$ cat src/rtl/load_store_unit.sv
// Single-issue load/store unit: IDLE -> REQ -> (WB) -> DONE handshake with a simple memory port.
// Optional REQ watchdog enabled by defining LSU_TIMEOUT_EN.
module load_store_unit #(
   parameter int unsigned DATA_W  = 32,
   parameter int unsigned ADDR_W  = 32,
   parameter int unsigned IMM_W   = 21,
   parameter int unsigned TIMEOUT = 16
) (
   input  logic                  clk,
   input  logic                  reset,
   input  logic                  en,
   input  logic [2:0]            opcode,
   input  logic [DATA_W-1:0]     xs,
   input  logic [DATA_W-1:0]     xd,
   input  logic [IMM_W-1:0]      imm,
   output logic                  mem_req,
   output logic                  mem_we,
   output logic [ADDR_W-1:0]     mem_addr,
   output logic [DATA_W/8-1:0]   mem_be,
   output logic [DATA_W-1:0]     mem_wdata,
   input  logic                  mem_ack,
   input  logic [DATA_W-1:0]     mem_rdata,
   output logic [DATA_W-1:0]     y,
   output logic [1:0]            write_which,
   output logic [DATA_W-1:0]     o_port,
   output logic                  o_valid,
   output logic                  busy,
   output logic                  done,
   output logic                  err
);

   localparam int unsigned NB    = DATA_W / 8;
   localparam int unsigned OFF_W = (NB > 1) ? $clog2(NB) : 1;

   typedef enum logic [1:0] {IDLE, REQ, WB, DONE} state_t;
   typedef enum logic [2:0] {
      OP_SDW, OP_SDH, OP_SDB, OP_LDW, OP_LDH, OP_LDB, OP_OUT, OP_RSV
   } op_t;

   state_t              state_q, state_d;
   op_t                 op_in, op_q;
   logic                err_q, err_d;
   logic [ADDR_W-1:0]   addr_q, ea_n;
   logic [OFF_W-1:0]    off_n, off_q;
   logic [NB-1:0]       be_q, be_n;
   logic [DATA_W-1:0]   wdata_q, wdata_n, y_q, y_n, o_port_q, rd_lane;
   logic                st_in, ld_in, misalign, st_q, ld_q, timeout_hit;

   // Address, lanes and alignment are resolved in IDLE so a bad access never reaches REQ
   always_comb begin
      op_in = op_t'(opcode);
      st_in = op_in inside {OP_SDW, OP_SDH, OP_SDB};
      ld_in = op_in inside {OP_LDW, OP_LDH, OP_LDB};
      ea_n  = (st_in ? ADDR_W'(xd) : ADDR_W'(xs)) + ADDR_W'($signed(imm));
      off_n = OFF_W'(ea_n % ADDR_W'(NB));
      misalign = ((op_in == OP_SDH || op_in == OP_LDH) && off_n[0]) ||
                 ((op_in == OP_SDW || op_in == OP_LDW) && off_n != '0);
      be_n    = '1;
      wdata_n = xs;
      if (op_in == OP_SDB || op_in == OP_LDB) begin
         be_n    = NB'(1) << off_n;
         wdata_n = {NB{xs[7:0]}};
      end else if (op_in == OP_SDH || op_in == OP_LDH) begin
         be_n    = NB'(3) << off_n;
         wdata_n = {(NB/2){xs[15:0]}};
      end
   end

   assign st_q  = op_q inside {OP_SDW, OP_SDH, OP_SDB};
   assign ld_q  = op_q inside {OP_LDW, OP_LDH, OP_LDB};
   assign off_q = OFF_W'(addr_q % ADDR_W'(NB));

   always_comb begin
      rd_lane = mem_rdata >> {off_q, 3'b000};
      case (op_q)
         OP_LDB:  y_n = DATA_W'($signed(rd_lane[7:0]));
         OP_LDH:  y_n = DATA_W'($signed(rd_lane[15:0]));
         default: y_n = mem_rdata;
      endcase
   end

`ifdef LSU_TIMEOUT_EN
   localparam int unsigned CNT_W = $clog2(TIMEOUT + 1);
   logic [CNT_W-1:0] cnt_q;

   always_ff @(posedge clk) begin
      if (!reset)
         cnt_q <= '0;
      else if (state_q == REQ && state_d == REQ)
         cnt_q <= cnt_q + 1'b1;
      else
         cnt_q <= '0;
   end

   assign timeout_hit = (cnt_q == CNT_W'(TIMEOUT - 1));
`else
   assign timeout_hit = 1'b0;
`endif

   always_comb begin
      state_d = state_q;
      err_d   = err_q;
      case (state_q)
         IDLE: begin
            err_d = 1'b0;
            if (en) begin
               if (op_in == OP_RSV || misalign) begin
                  state_d = DONE;
                  err_d   = 1'b1;
               end else begin
                  state_d = REQ;
               end
            end
         end
         REQ: begin
            if (op_q == OP_OUT)
               state_d = DONE;
            else if (mem_ack)
               state_d = ld_q ? WB : DONE;
            else if (timeout_hit) begin
               state_d = DONE;
               err_d   = 1'b1;
            end
         end
         WB:      state_d = DONE;
         DONE: begin
            state_d = IDLE;
            err_d   = 1'b0;
         end
         default: state_d = IDLE;
      endcase
   end

   always_ff @(posedge clk) begin
      if (!reset) begin
         state_q  <= IDLE;
         op_q     <= OP_SDW;
         err_q    <= 1'b0;
         addr_q   <= '0;
         be_q     <= '0;
         wdata_q  <= '0;
         y_q      <= '0;
         o_port_q <= '0;
      end else begin
         state_q <= state_d;
         err_q   <= err_d;
         if (state_q == IDLE && en) begin
            op_q    <= op_in;
            addr_q  <= ea_n;
            be_q    <= be_n;
            wdata_q <= wdata_n;
            if (op_in == OP_OUT)
               o_port_q <= xs;
         end
         if (state_q == REQ && mem_ack && ld_q)
            y_q <= y_n;
      end
   end

   assign busy        = (state_q != IDLE);
   assign done        = (state_q == DONE);
   assign err         = err_q;
   assign mem_req     = (state_q == REQ) && (st_q || ld_q);
   assign mem_we      = (state_q == REQ) && st_q;
   assign mem_be      = mem_req ? be_q : '0;
   assign mem_addr    = addr_q;
   assign mem_wdata   = wdata_q;
   assign o_valid     = (state_q == REQ) && (op_q == OP_OUT);
   assign o_port      = o_port_q;
   assign y           = y_q;
   assign write_which = (state_q == WB) ? 2'b01 :
                        ((state_q == REQ && st_q) ? 2'b10 : 2'b00);

endmodule

$ cat config.mk
export PLATFORM = sky130hd
export DESIGN_NAME = load_store_unit
export DESIGN_NICKNAME = d
export VERILOG_FILES = /design/src/rtl/load_store_unit.sv
export SDC_FILE = /design/constraint.sdc
export NUM_CORES = 1
export LEC_CHECK = 0
export CORE_MARGIN = 5
export CORE_UTILIZATION = 46
export DETAILED_ROUTE_END_ITERATION = 6
export GPL_TIMING_DRIVEN = 0
export PLACE_DENSITY = 0.91
export SLEW_MARGIN = 15
export SYNTH_ARGS = -nofsm -noshare
export SYNTH_HDL_FRONTEND = slang
export SYNTH_SLANG_ARGS = --single-unit
$ cat constraint.sdc
create_clock -name clk -period 6.4 [get_ports clk]
set_input_delay 1.28 -clock clk [delete_from_list [all_inputs] [get_ports clk]]
set_output_delay 1.28 -clock clk [all_outputs]
set_load 0.05 [all_outputs]
# Yosys cells after proc, flatten, opt, wreduce, memory -nomap -nowiden
# Cells that the tools add are included.
# word_totals
regBits,138
in_bits,124
elab_cells,73
output_inout_bits,140
# op_classes
n_reduce_logical,25
addsub,1
shift,3
n_mux,18
n_eq_ne,18
# op_table
operator,count
32-bit two-way mux,3
32-bit one-hot mux with 2 select lines,1
32-bit adder,1
32-bit by 5-bit right shift with 16-bit output,1
"3-bit equality test, second input constant",7
"3-bit by 2-bit equality test with 1-bit output, second input constant",4
2-bit two-way mux,6
4-bit two-way mux,3
3-bit nonzero test,3
1-bit logical AND,8
2-bit one-hot mux with 4 select lines,1
"3-bit by 1-bit equality test with 1-bit output, second input constant",2
3-bit zero test,2
1-bit logical OR,6
2-bit nonzero test,3
"2-bit equality test, second input constant",2
2-bit AND reduction,2
"1-bit by 2-bit << shifter with 4-bit output, first input constant",1
"2-bit by 2-bit << shifter with 4-bit output, first input constant",1
1-bit two-way mux,3
"3-bit inequality test, second input constant",1
"2-bit by 1-bit equality test with 1-bit output, second input constant",1
2-bit zero test,1
"2-bit inequality test, second input constant",1
1-bit one-hot mux with 2 select lines,1

# Depth between registers and ports, before layout
# Gate-level depths: netlist of run 1.
# logic_depth
word_depth,11
depth_mapped,14
depth_no_buf,12

# Worst setup path before layout of run 1
# OpenSTA, ideal clock, no wires.
# synth_timing
path_kind,input to register
startpoint,input opcode[1]
endpoint,"register addr_q[24], in the netlist mem_addr[24]"
cell_stages,13
path_buffers,2
required_ps,6273
setup_slack_ps,1877
t_arrival_ps,4396
setup_time_ps,127
path_cell_list,buf_2 > a21oi_1 > clkbuf_1 > mux2_2 > ha_1 > fa_1 > a21o_1 > a221oi_2 > nand4b_1 > nand3_4 > a211oi_2 > xor2_1 > o21ai_1
# synth_between
elab_chain_cells,4
elab_cells_between_ends,6
classes_between,add/sub (1); eq/ne (2); mux (1); reduce/logical (2)
# synth_lines
element,line,rtl
"start, declared",12,"input logic [2:0] opcode,"
"3-bit by 1-bit equality test with 1-bit output, or another cell as far along",52,"st_in = op_in inside {OP_SDW, OP_SDH, OP_SDB};"
3-bit nonzero test *,52,
32-bit two-way mux *,54,ea_n = (st_in ? ADDR_W'(xd) : ADDR_W'(xs)) + ADDR_W'($signed(imm));
32-bit adder *,54,
"end signal, assigned",149,addr_q <= ea_n;
"end, declared",43,"logic [ADDR_W-1:0] addr_q, ea_n;"
# Every way passes the cells marked *; elsewhere a longest branch is shown, timed or not.
# A chain may end at the register's enable or synchronous reset.

# Worst setup path after layout of run 1
# Same ends and word-level chain as after synthesis.

==> flow_summary_export.csv, run 1 <==
group,metric,value,unit
status,status,"complete, but fails checks",
status,violations,"design-rule violations",
logic_synthesis,synth_ff_type,"dfxtp_1",
pwr,p_int,2.069,mW
final_layout,area_growth,43.00,%
drt,ant_nets,0,
floorplan,die_x,141.4,um
worst_setup_path,critPathLaunchType,"input pin",
timing,maxSlewViolCount,0,
logic_synthesis,synth_compound_area_frac,0.2578,
clock_tree,clk_pin_slew,0.06,ns
pwr,p_comb_frac,0.461,
worst_setup_path,cp.required,6.69,ns
timing,setup_viol_count_final,0,
placed_design,gp_congestion,1.020,
logic_synthesis,avgSynthCellArea,7.803,um2
pwr,clkPwrFrac,0.244,
worst_setup_path,end_kind,"flip-flop",
pwr,leakagePower,4.397,nW
floorplan,start_util,0.4641,
logic_synthesis,synth_edf_count,0,
worst_setup_path,path_max_fanout,10,
clock_tree,cts_tree,"yes",
drt,wl_per_cell,21.51,um
clock_tree,post_cts.repair.setup_buffers,0,
clock_tree,worstSkewPairLatency,0.42,ns
hold_path,hp-class,"reg -> reg",
timing,hold_viol_final,0,
timing,relSlewSlack,0.4595,
logic_synthesis,synth_cell_types,63,
clock_tree,cts_inserted_buffers,17,
global_routing,grt_antenna_before_repair,0,
worst_setup_path,crit_arrival,5.31,ns
global_routing,grt_overflow,0,
timing,period_share,0.7841,
timing,skew,0.008905,ns
floorplan,dieArea,20000,um2
logic_synthesis,syn_area,7944,um2
timing,rsz0062_at_grt,"no",
timing,fmax,0.1993,GHz
drt,vias,9228,
final_layout,mostFrequentLayoutCell,"clkdlybuf4s50_1",
logic_synthesis,yosysSeqAreaShare,0.3478,
hold_path,holdPathEnd,"be_q[1]$_SDFFE_PN0P_",
drt,drt_iter0_markers,867,
logic_synthesis,ys_ff_latch,138,
final_layout,antenna_cells,0,
pwr,p_seq_frac,0.295,
clock_tree,cts_htree_levels,4,
final_layout,drive_gt1_frac,0.07257,
final_layout,nNetsFinal,1464,
clock_tree,cts_sinks,138,
worst_setup_path,r2r_cells,8,
pwr,finalPower,3.699,mW
placed_design,post-dp-hpwl,25980,um
global_routing,grt_usage,0.3128,
placed_design,dp_slack,1.060,ns
drt,drtPass1Iterations,7,
timing,whs,0.4549,ns
global_routing,grt_pass1_wl,48820,um
worst_setup_path,r2r_start,"state_q[0]$_SDFFE_PN0P_",
logic_synthesis,synth-async-reset-ratio,0,
final_layout,fin_util,0.6637,
clock_tree,cts.repair.resized,0,
pwr,p_per_area,325.6,nW/um2
worst_setup_path,reg2reg_to,"mem_wdata[8]$_SDFFE_PN0P_",
run,maxCapViolCount,0,
global_routing,grt_pass1_vias,8965,
floorplan,core-area,17120,um2
logic_synthesis,yosysWarnings,0,
timing,finalSetupTns,0,ns
logic_synthesis,synthCells,1018,
worst_setup_path,r2r_slack,3.61,ns
timing,setup_slack,1.382,ns
floorplan,io-pin-count,264,
drt,drc,1,
hold_path,hold_depth,2,
drt,vias_per_cell,6.016,
clock_tree,holdBufCountCts,0,
clock_tree,clock_path_buffers,2,
final_layout,seqCellArea,2763,um2
global_routing,grt_max_degree,17,
floorplan,die_h,141.4,um
logic_synthesis,synth.mux.area_fraction,0.07182,
final_layout,final_cell_mix,"clkdlybuf4s50_1 (259), nand2_1 (211), a21oi_1 (151)",
timing,period_needed,5.018,ns
hold_path,hp-start,"be_q[1]$_SDFFE_PN0P_",
pwr,power.ir.vdd_worst,0.0002277,V
pwr,sw_frac_of_total,0.4405,
logic_synthesis,synth_adder_area_share,0.07025,
final_layout,multi_input_area,4846,um2
floorplan,rows,48,
placed_design,port_buffers,259,
logic_synthesis,synth_nets,1186,
logic_synthesis,synthXorXnorAreaFrac,0.02536,
logic_synthesis,synth_top_family_by_area,"compound AO/OA/AOI/OAI gates",
timing,tightest_slew,0.8108,ns
worst_setup_path,path_class,"in -> reg",
drt,wl,33000,um
clock_tree,cts-root-buf,"clkbuf_16",
pwr,switchingPower,1.629,mW
logic_synthesis,synthSimpleGateAreaFrac,0.1848,
final_layout,n_fill_cell,1454,
==> through the flow <==
stage	cells	cell area (um2)
floorplan	1018	7944
global placement	1502	10820
detailed placement	1502	10820
CTS	1534	11360
global route	1534	11360
finish	1534	11360
==> how the worst max path moves through the flow <==
stage / slack (ns) / start / to
finish: 1.38 / opcode[1] / mem_addr[24]$_SDFFE_PN0P_
global route: 1.30 / opcode[1] / mem_addr[24]$_SDFFE_PN0P_
CTS: 1.50 / opcode[1] / mem_addr[24]$_SDFFE_PN0P_
detailed placement: 1.06 / opcode[1] / mem_addr[24]$_SDFFE_PN0P_
global placement: 1.12 / opcode[1] / mem_addr[24]$_SDFFE_PN0P_
floorplan: 1.88 / opcode[1] / mem_addr[24]$_SDFFE_PN0P_
==> flip-flops by register name (all words and copies together) (netlist names) <==
signal     cells
mem_addr      32
mem_wdata     32
o_port        32
y             32
be_q           4
op_q           3
state_q        2
err            1
==> power groups by stage <==
stage / registers (mW) / clock network [mW] / logic (mW)
2_1_floorplan: 1.50 / 0 / 0.668
3_3_place_gp: 1.10 / 0 / 1.65
3_5_place_dp: 1.10 / 0 / 1.67
4_1_cts: 1.09 / 0.904 / 1.68
5_1_grt: 1.10 / 0.948 / 1.79
6_report: 1.09 / 0.904 / 1.70
==> cell usage after synthesis, types with 7 or more instances <==
master	instances	area share
a211oi_1	14	0.013
o221ai_1	7	0.0077
and3_1	12	0.0095
nand2_1	211	0.10
o21ai_1	13	0.0082
inv_1	15	0.0071
nand4_1	10	0.0079
clkbuf_1	53	0.025
a21oi_1	151	0.095
ha_1	43	0.068
nor2_1	57	0.027
xor2_1	16	0.018
nor3_1	7	0.0044
mux2_2	32	0.045
xnor2_1	7	0.0077
a22oi_1	9	0.0085
a31oi_1	22	0.017
o21ai_0	61	0.038
nand3_1	12	0.0076
o211ai_1	8	0.0076
mux2i_1	21	0.026
buf_2	13	0.0082
dfxtp_1	138	0.35
a21o_1	18	0.017
==> metal layers <==
layer  track usage  up-vias  wire length (um)
met3       0.09774      142              4220
met2        0.5159      666             15030
met4        0.1682        0              1793
li1              -     4174                 -
met5             0        -                 0
met1        0.3629     4246             11960
==> final cells by class <==
cell class                      count  share of cell area
Buffer                             68             0.02456
Clock buffer                       19             0.03899
Clock inverter                     13            0.008701
Inverter                           15            0.004957
Multi-Input combinational cell    797              0.4266
Sequential cell                   138              0.2432
Tap cell                          225             0.02478
Timing Repair Buffer              259              0.2282
==> critical path, stage by stage <==
cell      delay (ns)
buf_2           0.14
a21oi_1         0.51
clkbuf_1        0.57
mux2_2          0.43
ha_1            0.21
fa_1            0.40
a21o_1          0.20
a221oi_2        0.48
nand4b_1        0.23
nand3_4         0.18
a211oi_2        0.25
xor2_1          0.31
o21ai_1         0.09
==> logic make-up (layout without fill, tap and decap cells) <==
kind of cell	after synthesis	count (layout)
AO/OA/AOI/OAI	337	337
XOR/XNOR	23	23
adder cells (fa/ha/maj)	44	44
buffers and inverters	83	374
flip-flops	138	138
multiplexers	53	53
AND/OR/NAND/NOR	340	340
Note: power is estimated with default switching activity, not from simulation.
==> inputs of run 2 (changes only) <==
==> constraint.sdc (replaced) <==
create_clock -name clk -period 5.1 [get_ports clk]
set_input_delay 1.02 -clock clk [delete_from_list [all_inputs] [get_ports clk]]
set_output_delay 1.02 -clock clk [all_outputs]
set_load 0.05 [all_outputs]
==> results of run 2 <==
Same layout as run 1 (identical final DEF). Status: complete, but fails checks: design-rule violations.
Main changes from that run: setup slack after placement 1.060 ns -> 0.02002 ns; setup slack after layout 1.382 ns -> 0.3420 ns; register-to-register setup slack 3.61 ns -> 2.31 ns; total power 3.699 mW -> 4.641 mW; worst IR drop on VDD 0.0002277 V -> 0.0002858 V
==> inputs of run 3 (changes only) <==
--- a/config.mk
+++ b/config.mk
@@ -10,6 +10,7 @@
 export DETAILED_ROUTE_END_ITERATION = 6
 export GPL_TIMING_DRIVEN = 0
 export PLACE_DENSITY = 0.91
+export SETUP_SLACK_MARGIN = 0.5
 export SLEW_MARGIN = 15
 export SYNTH_ARGS = -nofsm -noshare
 export SYNTH_HDL_FRONTEND = slang
==> run 3 against run 2 <==
- the flow now finishes without violations
- clock-buffer cell count unchanged
- power about the same
- non-clock buffer count unchanged
- utilization about the same
- setup slack better by 0.38 ns
- cell area about the same
- maximum frequency up 8.8%
- hold slack better by 0.00071 ns
- sequential share of layout area about the same
- critical endpoint unchanged
- largest cell class unchanged
==> flow_summary_export.csv, run 3 (synthesis gave the netlist of run 1 again) <==
group,metric,value,unit
status,status,"complete, no violations",
final_layout,drive_gt1_frac,0.07487,
final_layout,antenna_cells,0,
run,maxCapViolCount,0,
final_layout,stdcell_area,11370,um2
clock_tree,holdBufCountCts,0,
clock_tree,cts_sinks,138,
final_layout,mostFrequentLayoutCell,"clkdlybuf4s50_1",
placed_design,detailed_place.area,10820,um2
clock_tree,post_cts.repair.setup_buffers,0,
clock_tree,clock_path_buffers,2,
pwr,leakagePower,4.403,nW
global_routing,grt_pass1_wl,48820,um
worst_setup_path,critPathSlowestCell,"a221oi_2",
timing,rsz0062_at_grt,"no",
floorplan,die_x,141.4,um
timing,skew,0.009767,ns
floorplan,start_util,0.4641,
final_layout,n_fill_cell,1452,
worst_setup_path,path_max_fanout,10,
timing,relSlewSlack,0.4452,
timing,maxSlewViolCount,0,
placed_design,port_buffers,259,
pwr,power.ir.vdd_worst,0.0002867,V
drt,ant_nets,0,
floorplan,rows,48,
timing,period_needed,4.374,ns
final_layout,area_growth,43.08,%
final_layout,seqCellArea,2763,um2
final_layout,nNetsFinal,1464,
drt,wl,32950,um
final_layout,fin_util,0.6640,
worst_setup_path,end_kind,"flip-flop",
floorplan,dieArea,20000,um2
final_layout,multi_input_area,4850,um2
drt,drc,0,
drt,vias,9188,
global_routing,grt_antenna_before_repair,0,
global_routing,grt_pass1_vias,8965,
worst_setup_path,cp.required,5.39,ns
placed_design,dp.cells,1502,
final_layout,final_cell_mix,"clkdlybuf4s50_1 (259), nand2_1 (211), a21oi_1 (150)",
timing,period_share,0.8576,
global_routing,grt_max_degree,17,
timing,hold_viol_final,0,
worst_setup_path,cp_slowest_stage_delay,0.48,ns
clock_tree,cts-root-buf,"clkbuf_16",
worst_setup_path,path_buf_inv,2,
timing,setup_viol_count_final,0,
worst_setup_path,crit_arrival,4.67,ns
final_layout,fin_cells,1534,
timing,finalSetupTns,0,ns
clock_tree,cts_tree,"yes",
floorplan,die_h,141.4,um
floorplan,io-pin-count,264,
clock_tree,worstSkewPairLatency,0.43,ns
timing,fmax,0.2286,GHz
placed_design,post-dp-hpwl,25980,um
clock_tree,cts_inserted_buffers,17,
clock_tree,cts.repair.resized,1,
drt,drtPass1Iterations,7,
drt,wl_per_cell,21.48,um
global_routing,grt_overflow,0,
worst_setup_path,crit_family,"compound AO/OA/AOI/OAI gates",
worst_setup_path,critPathLaunchType,"input pin",
drt,drt_iter0_markers,845,
timing,tightest_slew,0.8322,ns
clock_tree,clk_pin_slew,0.06,ns
worst_setup_path,worstPathCellList,"buf_2, a21oi_2, clkbuf_2, mux2_2, ha_1, fa_1, a21o_1, a221oi_2, nand4b_1, nand3_4, a211oi_2, xor2_1, o21ai_1",
worst_setup_path,path_class,"in -> reg",
hold_path,hp-class,"reg -> reg",
pwr,p_per_area,408.4,nW/um2
clock_tree,cts_htree_levels,4,
global_routing,grt_usage,0.3128,
drt,vias_per_cell,5.990,
placed_design,gp_congestion,1.020,
floorplan,core-area,17120,um2
run 3: cell count changes in the layout (fill, tap and decap cells not counted):
cell	before	now
clkbuf_1	54	52
clkbuf_2	0	2
a21oi_1	151	150
a21oi_2	0	1
run 3: area by class of cell:
cell class | count | area share
Inverter | 15 | 0.004954
Tap cell | 225 | 0.02477
Timing Repair Buffer | 259 | 0.2281
Buffer | 68 | 0.02477
Clock buffer | 19 | 0.03897
Sequential cell | 138 | 0.2431
Clock inverter | 13 | 0.008697
Multi-Input combinational cell | 797 | 0.4267
run 3: worst paths after layout:
| kind | from | endpoint | slack [ns] | depth (start not counted) |
|---|---|---|---|---|
| max reg2reg | state_q[0]$_SDFFE_PN0P_ | mem_wdata[22]$_SDFFE_PN0P_ | 2.34 | 8 |
| max | opcode[0] | mem_addr[24]$_SDFFE_PN0P_ | 0.73 | 13 |
| min reg2reg | be_q[1]$_SDFFE_PN0P_ | be_q[1]$_SDFFE_PN0P_ | 0.46 | 2 |
| min | be_q[1]$_SDFFE_PN0P_ | be_q[1]$_SDFFE_PN0P_ | 0.46 | 2 |
run 3: per-layer routing:
layer | global-route usage | part of all wire | vias up
met1 | 0.3629 | 0.36 | 4228
li1 | - | - | 4168
met3 | 0.09774 | 0.13 | 143
met2 | 0.5159 | 0.45 | 649
met4 | 0.1682 | 0.057 | 0
met5 | 0 | 0 | -
run 3: worst min-delay path, delay by kind of cell (launching register included):
kind	cells	cell delay, ns
flops	1	0.31
compound gates	1	0.05
simple gates	1	0.05
run 3: through the flow:
stage / hold WS, ns / total power, mW / setup slack, ns
global route: 0.4738 / 4.821 / 0.6687
floorplan: 0.4274 / 2.723 / 0.8368
CTS: 0.4533 / 4.610 / 0.6385
finish: 0.4556 / 4.642 / 0.7261
global placement: 0.4378 / 3.451 / 0.07958
detailed placement: 0.4440 / 3.482 / 0.02002
run 3: where the power goes:
| part | internal (mW) | switching, mW | total (mW) |
|---|---|---|---|
| clock network | 0.636 | 0.500 | 1.14 |
| logic | 0.710 | 1.43 | 2.14 |
| registers | 1.25 | 0.119 | 1.37 |
==> RTL edit 1 (flow settings as in run 3) <==
Register the output `err` once more, cleared by the reset; this adds one clock of latency there. The other outputs are not delayed to match.
--- a/src/rtl/load_store_unit.sv
+++ b/src/rtl/load_store_unit.sv
@@ -160,5 +160,11 @@
    assign busy        = (state_q != IDLE);
    assign done        = (state_q == DONE);
-   assign err         = err_q;
+   always_ff @(posedge clk) begin
+      if (!reset) begin
+         err <= '0;
+      end else begin
+         err <= err_q;
+      end
+   end
    assign mem_req     = (state_q == REQ) && (st_q || ld_q);
    assign mem_we      = (state_q == REQ) && st_q;
Formal check against the unedited RTL: not equivalent (a bounded check fails within 4 cycles, from zero or initial values and one cycle with reset low).
==> RTL edit 1 against run 3 <==
Final area decreased by 0.46%; synthesized cell count shrank 2.8%; first-iteration DRC count shrank 25%; die area down 1.5%; combinational power shrank 2%; register-to-register slack better by 0.10 ns; sequential share of layout area up 0.29 points; total power increased by 3.4%; setup slack got worse by 0.10 ns; sequential cell count grew 1; area after synthesis decreased by 1.6%; wire length fell by 5.4%; hold slack got worse by 0.0054 ns; largest cell class unchanged; highest routed layer unchanged.
==> RTL edit 1: results (changes against run 3) <==
[critical_path]
r2r-start = state_q[1]  ; was state_q[0]
arrival_ns = 4.82  ; was 4.67 ns
rrSetupSlack_ns = 2.44  ; was 2.34 ns
reg2reg_to = y[23]  ; was mem_wdata[22]

[finish]
drive_gt1_frac = 0.0664  ; was 0.0749
fin_nets = 1436  ; was 1464
inverters = 10  ; was 15
multi_input_comb_cells = 777  ; was 797

[global_routing]
gr-usage-all-layers = 0.304  ; was 0.313
grt_pass1_wl_mm = 47.2  ; was 48.8 mm
gr-usage-met1 = 0.345  ; was 0.363
grt_use_met3 = 0.111  ; was 0.0977

[clock_network]
cts_resized = 2  ; was 1

[drt]
wl_per_cell_um = 20.8  ; was 21.5 µm
drt_iter0_drc = 633  ; was 845
met1Wirelength_mm = 11.5  ; was 11.9 mm
vias = 8799  ; was 9188
wl_met2_mm = 14.3  ; was 15.0 mm
met3_length_mm = 3.86  ; was 4.21 mm

[placement]
pre_cts_ws_ns = -0.0793  ; was 0.0200 ns
dp.cells = 1469  ; was 1502

[synthesis]
syn_nets = 1157  ; was 1186
synthTopCellsByArea = dfxtp_1 (36%), nand2_1 (10%), a21oi_1 (8.5%)  ; was dfxtp_1 (35%), nand2_1 (10%), a21oi_1 (9.5%)
synth_fa_ha_area_frac = 0.0714  ; was 0.0702
syn_area_um2 = 7810  ; was 7940 µm²

[min_path]
worstHoldStart = mem_addr[12]  ; was be_q[1]

[pwr]
leakagePower_nw = 4.40  ; about the same

[timing]
skew_ns = 0.00847  ; was 0.00977 ns

[run_status]
status = completed  ; unchanged

-- RTL edit 1: cell types whose count changed after synthesis, moves of 5 or more --
cell / delta
a211oi_1: -8
a21boi_0: +9
a21oi_1: -18
buf_2: -11
inv_1: -6
nand3_1: +8
nor2_1: -18
o211a_1: +8
o21ai_0: +7
o21ai_1: -9
xnor2_1: +5
xor2_1: -7
-- RTL edit 1: worst max path at each step --
stage                     startpoint           end  slack, ns  cells after the start
after global routing       opcode[2]  mem_addr[31]       0.56                     13
after floorplan            opcode[2]  mem_addr[28]       0.69                     14
after detailed placement   opcode[2]  mem_addr[28]      -0.08                     14
final                      opcode[0]  mem_addr[31]       0.63                     13
after CTS                  opcode[2]  mem_addr[31]       0.54                     13
after global placement     opcode[2]  mem_addr[28]      -0.04                     14
-- RTL edit 1: power by group --
part           switching, mW  total, mW  internal [mW]
clock                  0.489       1.32          0.827
sequential             0.123       1.38           1.26
combinational           1.39       2.10          0.713
total                   2.00       4.80           2.80
==> RTL edit 2 (flow settings as in run 3) <==
Made on the original files. Set the parameter `DATA_W` to 16 (it was 32).
--- a/src/rtl/load_store_unit.sv
+++ b/src/rtl/load_store_unit.sv
@@ -2,5 +2,5 @@
 // Optional REQ watchdog enabled by defining LSU_TIMEOUT_EN.
 module load_store_unit #(
-   parameter int unsigned DATA_W  = 32,
+   parameter int unsigned DATA_W  = 16,
    parameter int unsigned ADDR_W  = 32,
    parameter int unsigned IMM_W   = 21,
Interface: changed (7 resized); port bits go from 264 to 166. No check against the original RTL was run, so the function may have changed too.
==> RTL edit 2 against run 3 <==
Cell count shrank 44%; wire length is 52% lower; first-iteration DRC count down 56%; final area decreased by 44%; sequential power down 43%; global-route usage is 4.6 points lower; sequential cell count is 60 lower; total power decreased by 44%; register-to-register slack better by 0.25 ns; area after synthesis fell by 45%; sequential share of layout area grew 0.19 points; setup slack better by 0.019 ns.
==> RTL edit 2: results (changes against run 3) <==
[clock_network]
clk_latency_ns = 0.37  ; was 0.43 ns
path_clk_slew_ns = 0.09  ; was 0.06 ns
clock-root-buffer = clkbuf_8  ; was clkbuf_16
cts_buffers = 9  ; was 17
clockBufferDepth = 2  ; unchanged
cts_max_level = 3  ; was 4

[finish]
fin_nets = 822  ; was 1464
largest_reg_flops = 22
drive_gt1_frac = 0.0839  ; was 0.0749
num_antenna_cells = 0  ; unchanged
layoutNonFillerInstCount = 856  ; was 1534

[synthesis]
synthTopCellsByCount = nand2_1 (90), dfxtp_1 (78), a21oi_1 (64)  ; was nand2_1 (211), a21oi_1 (151), dfxtp_1 (138)
synthTopCellsByArea = dfxtp_1 (36%), nand2_1 (7.8%), a21oi_1 (7.4%)  ; was dfxtp_1 (35%), nand2_1 (10%), a21oi_1 (9.5%)
syn_inst = 545  ; was 1018
ys_seq_area_frac = 0.359  ; was 0.348
synth_ff_type = dfxtp_1  ; unchanged
synth_cell_types = 54  ; was 63
syn_nets = 645  ; was 1186

[critical_path]
arrival_ns = 4.60  ; was 4.67 ns
cpPeakStageDelay_ns = 0.55  ; was 0.48 ns
cp_slowest_cell = clkdlybuf4s50_1  ; was a221oi_2

[drt]
vias = 4938  ; was 9188
first_pass_iters = 5  ; was 7
wl_per_cell_um = 18.6  ; was 21.5 µm
drt_iter0_drc = 372  ; was 845

[placement]
gp_congestion = 0.943  ; was 1.02
hpwl_mm = 12.3  ; was 26.0 mm
dp.cells = 836  ; was 1502
pre_cts_ws_ns = -0.135  ; was 0.0200 ns
numPortBuffers = 162  ; was 259

[min_path]
hold_class = flip-flop to flip-flop  ; unchanged

[timing]
skew_ns = 0.0100  ; was 0.00977 ns
max_slew_margin = 0.384  ; was 0.445

[pwr]
ir_drop_mv = 0.216  ; was 0.287 mV
leakagePower_nw = 2.39  ; was 4.40 nW

[global_routing]
grt_pass1_wl_mm = 24.1  ; was 48.8 mm
gr-usage-all-layers = 0.267  ; was 0.313
grt_max_degree = 15  ; was 17
first_global_vias = 4763  ; was 8965

[run_status]
status = completed  ; unchanged

==> RTL edit 2: what timing repair did <==
item,in CTS,in global routing
buffers inserted,0,4
pin swaps,0,0
endpoints found under the setup margin,7,6
gates resized for setup,1,1
==> RTL edit 2: power breakdown <==
part / switching (mW) / total [mW] / internal (mW)
clock: 0.256 / 0.487 / 0.231
sequential: 0.0694 / 0.780 / 0.711
combinational: 0.861 / 1.32 / 0.458
total: 1.19 / 2.59 / 1.40
==> RTL edit 2: logic make-up (layout without fill, tap and decap cells) <==
logic type / after synthesis / after routing / share of synthesized area
xor+xnor: 12 / 12 / 0.0242
simple gates: 201 / 201 / 0.203
fa+ha+maj: 24 / 24 / 0.0707
compound gates: 145 / 145 / 0.210
buf+inv: 55 / 237 / 0.0592
mux: 30 / 30 / 0.0736
flops: 78 / 78 / 0.359
==> RTL edit 2: path summary, 6_finish.rpt <==
check | start | to | slack [ns] | cells past startpoint
worst max register to register | state_q[0] | mem_addr[20] | 2.59 | 7
worst min register to register | mem_wdata[0] | mem_wdata[0] | 0.46 | 2
worst max-delay path | opcode[2] | mem_addr[12] | 0.74 | 12
worst min-delay path | mem_wdata[0] | mem_wdata[0] | 0.46 | 2
==> RTL edit 2: routing by layer <==
| metal | wire length (µm) | track usage | up-vias |
|---|---|---|---|
| li1 | - | - | 2290 |
| met1 | 6150 | 0.318 | 2294 |
| met2 | 7510 | 0.448 | 300 |
| met3 | 1590 | 0.0630 | 54 |
| met4 | 657 | 0.133 | 0 |
| met5 | 0 | 0 | - |
==> RTL edit 2: tightest hold or removal path, stage by stage (launching register included) <==
cell	delay, ns
dfxtp_1	0.32
nand2_1	0.05
a21oi_1	0.05
==> RTL edit 2: final cells by class <==
cell class | instances | area (µm²)
Buffer | 44 | 216
Timing Repair Buffer | 166 | 1650
Multi-Input combinational cell | 412 | 2540
Inverter | 11 | 41.3
Fill cell | 716 | 2870
Clock inverter | 6 | 71.3
Tap cell | 129 | 161
Clock buffer | 10 | 128
Sequential cell | 78 | 1560
==> RTL edit 2: metrics by stage <==
stage	area (µm²)	TNS, ns
global route	6370	0
global placement	6130	0
floorplan	4350	0
CTS	6340	0
detailed placement	6130	-0.594
finish	6370	0
